<file path="config.mk">
export PLATFORM = sky130hd
export DESIGN_NAME = arbitro_mux2a1_ochobits
export DESIGN_NICKNAME = d
export VERILOG_FILES = /design/src/rtl/arbitro_pkg.sv /design/src/rtl/fifo_sinc_ochobits.sv /design/src/rtl/arbitro_mux2a1_ochobits.sv
export SDC_FILE = /design/constraint.sdc
export NUM_CORES = 1
export LEC_CHECK = 0
export CAP_MARGIN = 10
export CELL_PAD_IN_SITES_DETAIL_PLACEMENT = 1
export CELL_PAD_IN_SITES_GLOBAL_PLACEMENT = 2
export CORE_UTILIZATION = 41
export DETAILED_ROUTE_END_ITERATION = 8
export PLACE_DENSITY = 0.77
export SYNTH_ARGS = -nofsm -noshare
export SYNTH_HDL_FRONTEND = slang
export SYNTH_HIERARCHICAL = 1
export SYNTH_SLANG_ARGS = --single-unit
</file>
<file path="constraint.sdc">
create_clock -name clk -period 3.1 [get_ports clk]
set_clock_uncertainty 0.2 [all_clocks]
set_input_delay 0.62 -clock clk [delete_from_list [all_inputs] [get_ports clk]]
set_output_delay 0.62 -clock clk [all_outputs]
set_load 0.05 [all_outputs]
</file>
<file path="src/rtl/arbitro_pkg.sv">
// Shared constants for the two-input byte arbiter: default widths, grant encoding,
// reset grant history and the round-robin grant helper.
package arbitro_pkg;

    localparam int DATA_W_DEF     = 8;
    localparam int FIFO_DEPTH_DEF = 4;
    localparam int FIFO_AW_DEF    = 2;

    localparam logic GNT_IN0 = 1'b0;
    localparam logic GNT_IN1 = 1'b1;

    // Reset history points at input 1 so input 0 takes the first grant.
    localparam logic LAST_GRANT_RST = GNT_IN1;

    function automatic logic rr_pick(input logic i_nempty0,
                                     input logic i_nempty1,
                                     input logic i_last);
        logic w_pick;
        if (i_nempty0 && i_nempty1) begin
            w_pick = ~i_last;
        end else if (i_nempty1) begin
            w_pick = GNT_IN1;
        end else begin
            w_pick = GNT_IN0;
        end
        return w_pick;
    endfunction

endpackage

</file>
<file path="src/rtl/fifo_sinc_ochobits.sv">
// Small synchronous FIFO holding one requester's bytes; head is visible on dout
// without a pop, so the arbiter can load it on the same edge it pops.
module fifo_sinc_ochobits
    import arbitro_pkg::*;
#(
    parameter int DATA_W = DATA_W_DEF,
    parameter int DEPTH  = FIFO_DEPTH_DEF,
    parameter int AW     = FIFO_AW_DEF
) (
    input  logic              clk,
    input  logic              reset,
    input  logic              push,
    input  logic [DATA_W-1:0] din,
    input  logic              pop,
    output logic [DATA_W-1:0] dout,
    output logic              full,
    output logic              empty
);

    localparam logic [AW:0] C_FULL = (AW+1)'(DEPTH);

    logic [DATA_W-1:0] r_mem [DEPTH];
    logic [AW-1:0]     r_wr_ptr;
    logic [AW-1:0]     r_rd_ptr;
    logic [AW:0]       r_count;

    logic w_do_push;
    logic w_do_pop;

    // A full FIFO refuses the push even when it is popped on the same edge.
    assign w_do_push = push && (r_count != C_FULL);
    assign w_do_pop  = pop  && (r_count != '0);

    always_ff @(posedge clk) begin
        if (w_do_push) begin
            r_mem[r_wr_ptr] <= din;
        end
    end

    always_ff @(posedge clk) begin
        if (reset) begin
            r_wr_ptr <= '0;
            r_rd_ptr <= '0;
            r_count  <= '0;
        end else begin
            if (w_do_push) begin
                r_wr_ptr <= r_wr_ptr + 1'b1;
            end
            if (w_do_pop) begin
                r_rd_ptr <= r_rd_ptr + 1'b1;
            end
            case ({w_do_push, w_do_pop})
                2'b10:   r_count <= r_count + 1'b1;
                2'b01:   r_count <= r_count - 1'b1;
                default: r_count <= r_count;
            endcase
        end
    end

    assign dout  = r_mem[r_rd_ptr];
    assign full  = (r_count == C_FULL);
    assign empty = (r_count == '0);

endmodule

</file>
<file path="src/rtl/arbitro_mux2a1_ochobits.sv">
// Two-input byte arbiter driving the 8-bit 2:1 mux with a registered output stage.
// Round-robin by default; define ARB_PRIO_FIJA_EN for fixed priority to input 0.
module arbitro_mux2a1_ochobits
    import arbitro_pkg::*;
#(
    parameter int DATA_W     = DATA_W_DEF,
    parameter int FIFO_DEPTH = FIFO_DEPTH_DEF,
    parameter int FIFO_AW    = FIFO_AW_DEF
) (
    input  logic              clk,
    input  logic              reset,
    input  logic              valid0,
    input  logic [DATA_W-1:0] data_in0,
    output logic              ready0,
    input  logic              valid1,
    input  logic [DATA_W-1:0] data_in1,
    output logic              ready1,
    input  logic              out_ready,
    output logic              validout,
    output logic [DATA_W-1:0] dataout,
    output logic              selector,
    output logic [1:0]        err_ovf
);

    logic              w_full0,  w_full1;
    logic              w_empty0, w_empty1;
    logic [DATA_W-1:0] w_head0,  w_head1;
    logic              w_push0,  w_push1;
    logic              w_pop0,   w_pop1;
    logic              w_load;
    logic              w_gnt_valid;
    logic              w_gnt;
    logic [DATA_W-1:0] w_mux_byte;

    logic              r_validout;
    logic [DATA_W-1:0] r_dataout;
    logic              r_selector;
    logic              r_last_grant;
    logic [1:0]        r_err_ovf;

    assign w_push0 = valid0 && !w_full0;
    assign w_push1 = valid1 && !w_full1;

    fifo_sinc_ochobits #(
        .DATA_W (DATA_W),
        .DEPTH  (FIFO_DEPTH),
        .AW     (FIFO_AW)
    ) u_fifo0 (
        .clk   (clk),
        .reset (reset),
        .push  (w_push0),
        .din   (data_in0),
        .pop   (w_pop0),
        .dout  (w_head0),
        .full  (w_full0),
        .empty (w_empty0)
    );

    fifo_sinc_ochobits #(
        .DATA_W (DATA_W),
        .DEPTH  (FIFO_DEPTH),
        .AW     (FIFO_AW)
    ) u_fifo1 (
        .clk   (clk),
        .reset (reset),
        .push  (w_push1),
        .din   (data_in1),
        .pop   (w_pop1),
        .dout  (w_head1),
        .full  (w_full1),
        .empty (w_empty1)
    );

    // The output register only accepts a new byte when it is empty or being drained.
    assign w_load = !r_validout || out_ready;

    always_comb begin
        w_gnt_valid = 1'b0;
        w_gnt       = GNT_IN0;
        if (w_load && (!w_empty0 || !w_empty1)) begin
            w_gnt_valid = 1'b1;
`ifdef ARB_PRIO_FIJA_EN
            w_gnt = w_empty0 ? GNT_IN1 : GNT_IN0;
`else
            w_gnt = rr_pick(!w_empty0, !w_empty1, r_last_grant);
`endif
        end
    end

    assign w_pop0     = w_gnt_valid && (w_gnt == GNT_IN0);
    assign w_pop1     = w_gnt_valid && (w_gnt == GNT_IN1);
    assign w_mux_byte = (w_gnt == GNT_IN1) ? w_head1 : w_head0;

    always_ff @(posedge clk) begin
        if (reset) begin
            r_validout   <= 1'b0;
            r_dataout    <= '0;
            r_selector   <= GNT_IN0;
            r_last_grant <= LAST_GRANT_RST;
            r_err_ovf    <= 2'b00;
        end else begin
            if (w_load) begin
                if (w_gnt_valid) begin
                    r_validout   <= 1'b1;
                    r_dataout    <= w_mux_byte;
                    r_selector   <= w_gnt;
                    r_last_grant <= w_gnt;
                end else begin
                    r_validout <= 1'b0;
                end
            end
            r_err_ovf <= r_err_ovf | {valid1 && w_full1, valid0 && w_full0};
        end
    end

    assign ready0   = !w_full0;
    assign ready1   = !w_full1;
    assign validout = r_validout;
    assign dataout  = r_dataout;
    assign selector = r_selector;
    assign err_ovf  = r_err_ovf;

endmodule

</file>
==> impl_metrics.py <==
metrics = {
    "place": {
        "post-place-ws_ns": -0.006538,
        "dp_hpwl_mm": 5.257,
        "portBuffers": 34,
        "dp.cells": 426,
        "gp_congestion": 0.7226,
        "place_area_sq_um": 4439,
    },
    "synth": {
        "yosys.area_share.simple": 0.09004,
        "synthAdderAreaFrac": 0.04185,
        "yosysWarningCount": 6,
        "postSynthAreaPerCell_sq_um": 14.84,
        "synth-compound-area-share": 0.07673,
        "ys_types": 34,
        "mappedNetlistNets": 299,
        "synth_area_sq_um": 3946,
        "synth_top_family_by_area": "multiplexers",
        "synthCells": 266,
        "seq_area_frac_synth": 0.6443,
        "synth_xor_area_frac": 0.01332,
        "ys_ff_latch": 95,
        "synth_mux_area_frac": 0.09639,
    },
    "power_and_ir_drop": {
        "p_sw_frac": 0.3626,
        "ir_drop_mv": 0.4624,
        "comb_power_share": 0.364,
        "finalPower_uw": 4109,
        "p_int_uw": 2619,
        "p_per_area_nw_per_um2": 886.4,
        "p_leak_uw": 0.001585,
        "pwr-share-seq": 0.437,
        "power.switching_uw": 1490,
        "clkPwrFrac": 0.199,
    },
    "cts": {
        "cts_root_buf": "clkbuf_8",
        "insertion_delay_ns": 0.36,
        "clock_sinks": 95,
        "cts_tree": "done",
        "cts-resized-gates": 0,
        "cts_buffer_depth": 2,
        "clkTransAtPathRegs_ns": 0.10,
        "hold_buffers": 0,
        "cts_inserted_buffers": 9,
        "postCtsSetupBuffers": 0,
        "h-tree-depth": 3,
    },
    "layout": {
        "layout_commonest_cell": "edfxtp_1",
        "drive_gt1_frac": 0.1629,
        "fin_cells": 442,
        "design_area_sq_um": 4636,
        "nets": 341,
        "mostFrequentLayoutCells": "edfxtp_1 (64), clkdlybuf4s50_1 (34), dfxtp_1 (31)",
        "num-fill-cells": 949,
        "diodes": 0,
        "area_delta_synth_final_pct": 17.47,
    },
    "critical_path": {
        "crit_path_end_kind": "primary output",
        "r2r-start": "u_fifo0/r_count[1]$_SDFFE_PP0P_",
        "arrival_ns": 1.97,
        "worst-r2r-cell-count": 12,
        "crit_start": "u_fifo1/r_count[2]$_SDFFE_PP0P_",
        "required_ns": 2.28,
        "worstPathMaxFanout": 6,
        "crit_type": "reg -> out",
        "cp-start-kind": "register",
    },
    "drt": {
        "drt_wl_total_mm": 7.295,
        "drc_errors": 0,
        "dr.first_iter.drc_count": 42,
        "wl_per_cell_um": 16.50,
        "vias": 2215,
        "dr.pass1.iters": 4,
        "viasPerCell": 5.011,
        "ant_nets": 0,
    },
    "sta": {
        "drv_slew": 0,
        "finalSetupTns_ns": 0,
        "setup_viol": 0,
        "worstMarginPinSlew_ns": 0.5519,
        "rsz0062_at_grt": "no",
        "relSlewSlack": 0.6316,
        "fin_ws_ns": 0.3137,
        "final.min_clock_period_ns": 2.786,
        "hold_viol": 0,
        "timing.final.crit_share": 0.8988,
        "fmax_mhz": 358.9,
    },
    "floorplan": {
        "core_area_sq_um": 9284,
        "die_area_sq_um": 10020,
        "pin_count": 35,
        "die_w_um": 100.1,
        "start_util": 0.4251,
        "core.rowCount": 35,
        "die_height_um": 100.1,
    },
    "min_path": {
        "worstHoldStart": "dataout[2]$_SDFFE_PP0P_",
        "hold_depth": 1,
        "hp-class": "reg -> reg",
    },
    "grt": {
        "grt_remaining_overflow": 0,
        "grt_pass1_wl_mm": 12.02,
        "first_global_vias": 2358,
        "grt_start_max_net_pins": 26,
        "grt_antenna_before_repair": 0,
        "grt.total_usage": 0.1620,
    },
    "flow_run": {
        "drv_cap": 0,
    },
    "run_status": {
        "status": "completed",
    },
}
==> kinds of logic after synthesis <==
kind of cell,Yosys count
compound gates,46
xor+xnor,6
fa+ha+maj,12
buf+inv,32
flops,95
mux,18
simple gates,57
==> Yosys cell counts <==
master,instances,area [sq um]
and2_2,1,7.510
nand2_1,2,7.510
buf_2,4,20.02
buf_1,4,15.01
nor3_2,2,20.02
o2bb2ai_1,5,43.79
nand2b_1,6,37.54
inv_1,21,78.83
buf_6,3,33.78
nand3_1,1,5.000
xor2_1,6,52.55
o21ba_2,1,10.01
o211ai_1,4,30.03
mux4_2,16,360.4
dfxtp_1,31,620.6
mux2i_1,2,20.02
o21ai_0,11,55.05
edfxtp_1,64,1922
a31oi_1,8,50.05
o211ai_2,1,12.51
ha_1,10,125.1
nor2b_1,2,12.51
and2b_1,6,45.04
o21a_1,1,7.510
nand4_1,3,18.77
or3_1,6,37.54
nor3b_2,2,25.02
fa_1,2,40.04
a21oi_1,12,60.06
o31ai_2,2,25.02
and2_1,9,56.30
o311ai_0,1,8.760
nor2_1,14,52.55
nand3_2,3,30.03
==> flip-flops by register name (all words and copies together), names as in the netlist, named ones only <==
name              cells
u_fifo1/r_mem        32
err_ovf               2
u_fifo0/r_wr_ptr      2
u_fifo0/r_mem        32
u_fifo1/r_wr_ptr      2
r_last_grant          1
dataout               8
u_fifo0/r_count       3
u_fifo1/r_rd_ptr      2
u_fifo0/r_rd_ptr      2
u_fifo1/r_count       3
validout              1
selector              1
==> metal layers <==
metal | part of all wire | GRT usage | up-vias
met5 | 0 | 0 | -
met4 | 0.015 | 0.06466 | 0
met3 | 0.023 | 0.03552 | 8
met2 | 0.49 | 0.2658 | 30
met1 | 0.47 | 0.2108 | 1108
li1 | - | - | 1069
==> power by group through the flow <==
stage	clock [uW]	combinational, uW	sequential (uW)
after floorplan	0	914	1970
after global placement	0	1480	1830
after detailed placement	0	1500	1840
after CTS	842	1520	1810
after global routing	886	1640	1830
final	819	1490	1800
==> final cells by class <==
cell class                 instances  area, sq um  area share
clock inverter                     6        68.82     0.01484
multi-input combinational        139         1256      0.2710
timing repair buffer              42        400.4     0.08637
inverter                          21        78.83     0.01700
tap                              129        161.4     0.03482
sequential                        95         2542      0.5484
clock buffer                      10        127.6     0.02753
==> critical path, stage by stage, from the launching register on <==
cell,delay (ns)
dfxtp_1,0.42
nor3b_2,0.40
inv_1,0.07
clkdlybuf4s50_1,0.71
==> metrics by stage <==
| step | hold slack, ns | utilization |
|---|---|---|
| 3_3_place_gp | 0.2430 | 0.4782 |
| 2_1_floorplan | 0.2591 | - |
| 6_report | 0.2676 | 0.4993 |
| 3_5_place_dp | 0.2531 | 0.4782 |
| 5_1_grt | 0.2805 | 0.4993 |
| 4_1_cts | 0.2731 | 0.4993 |
==> worst paths after layout <==
| kind | end | slack [ns] |
|---|---|---|
| max reg2reg | u_fifo1/r_count[2]$_SDFFE_PP0P_ | 0.37 |
| max | ready1 | 0.31 |
| min reg2reg | dataout[2]$_SDFFE_PP0P_ | 0.27 |
| min | dataout[2]$_SDFFE_PP0P_ | 0.27 |
(Power assumes the default switching activity.)
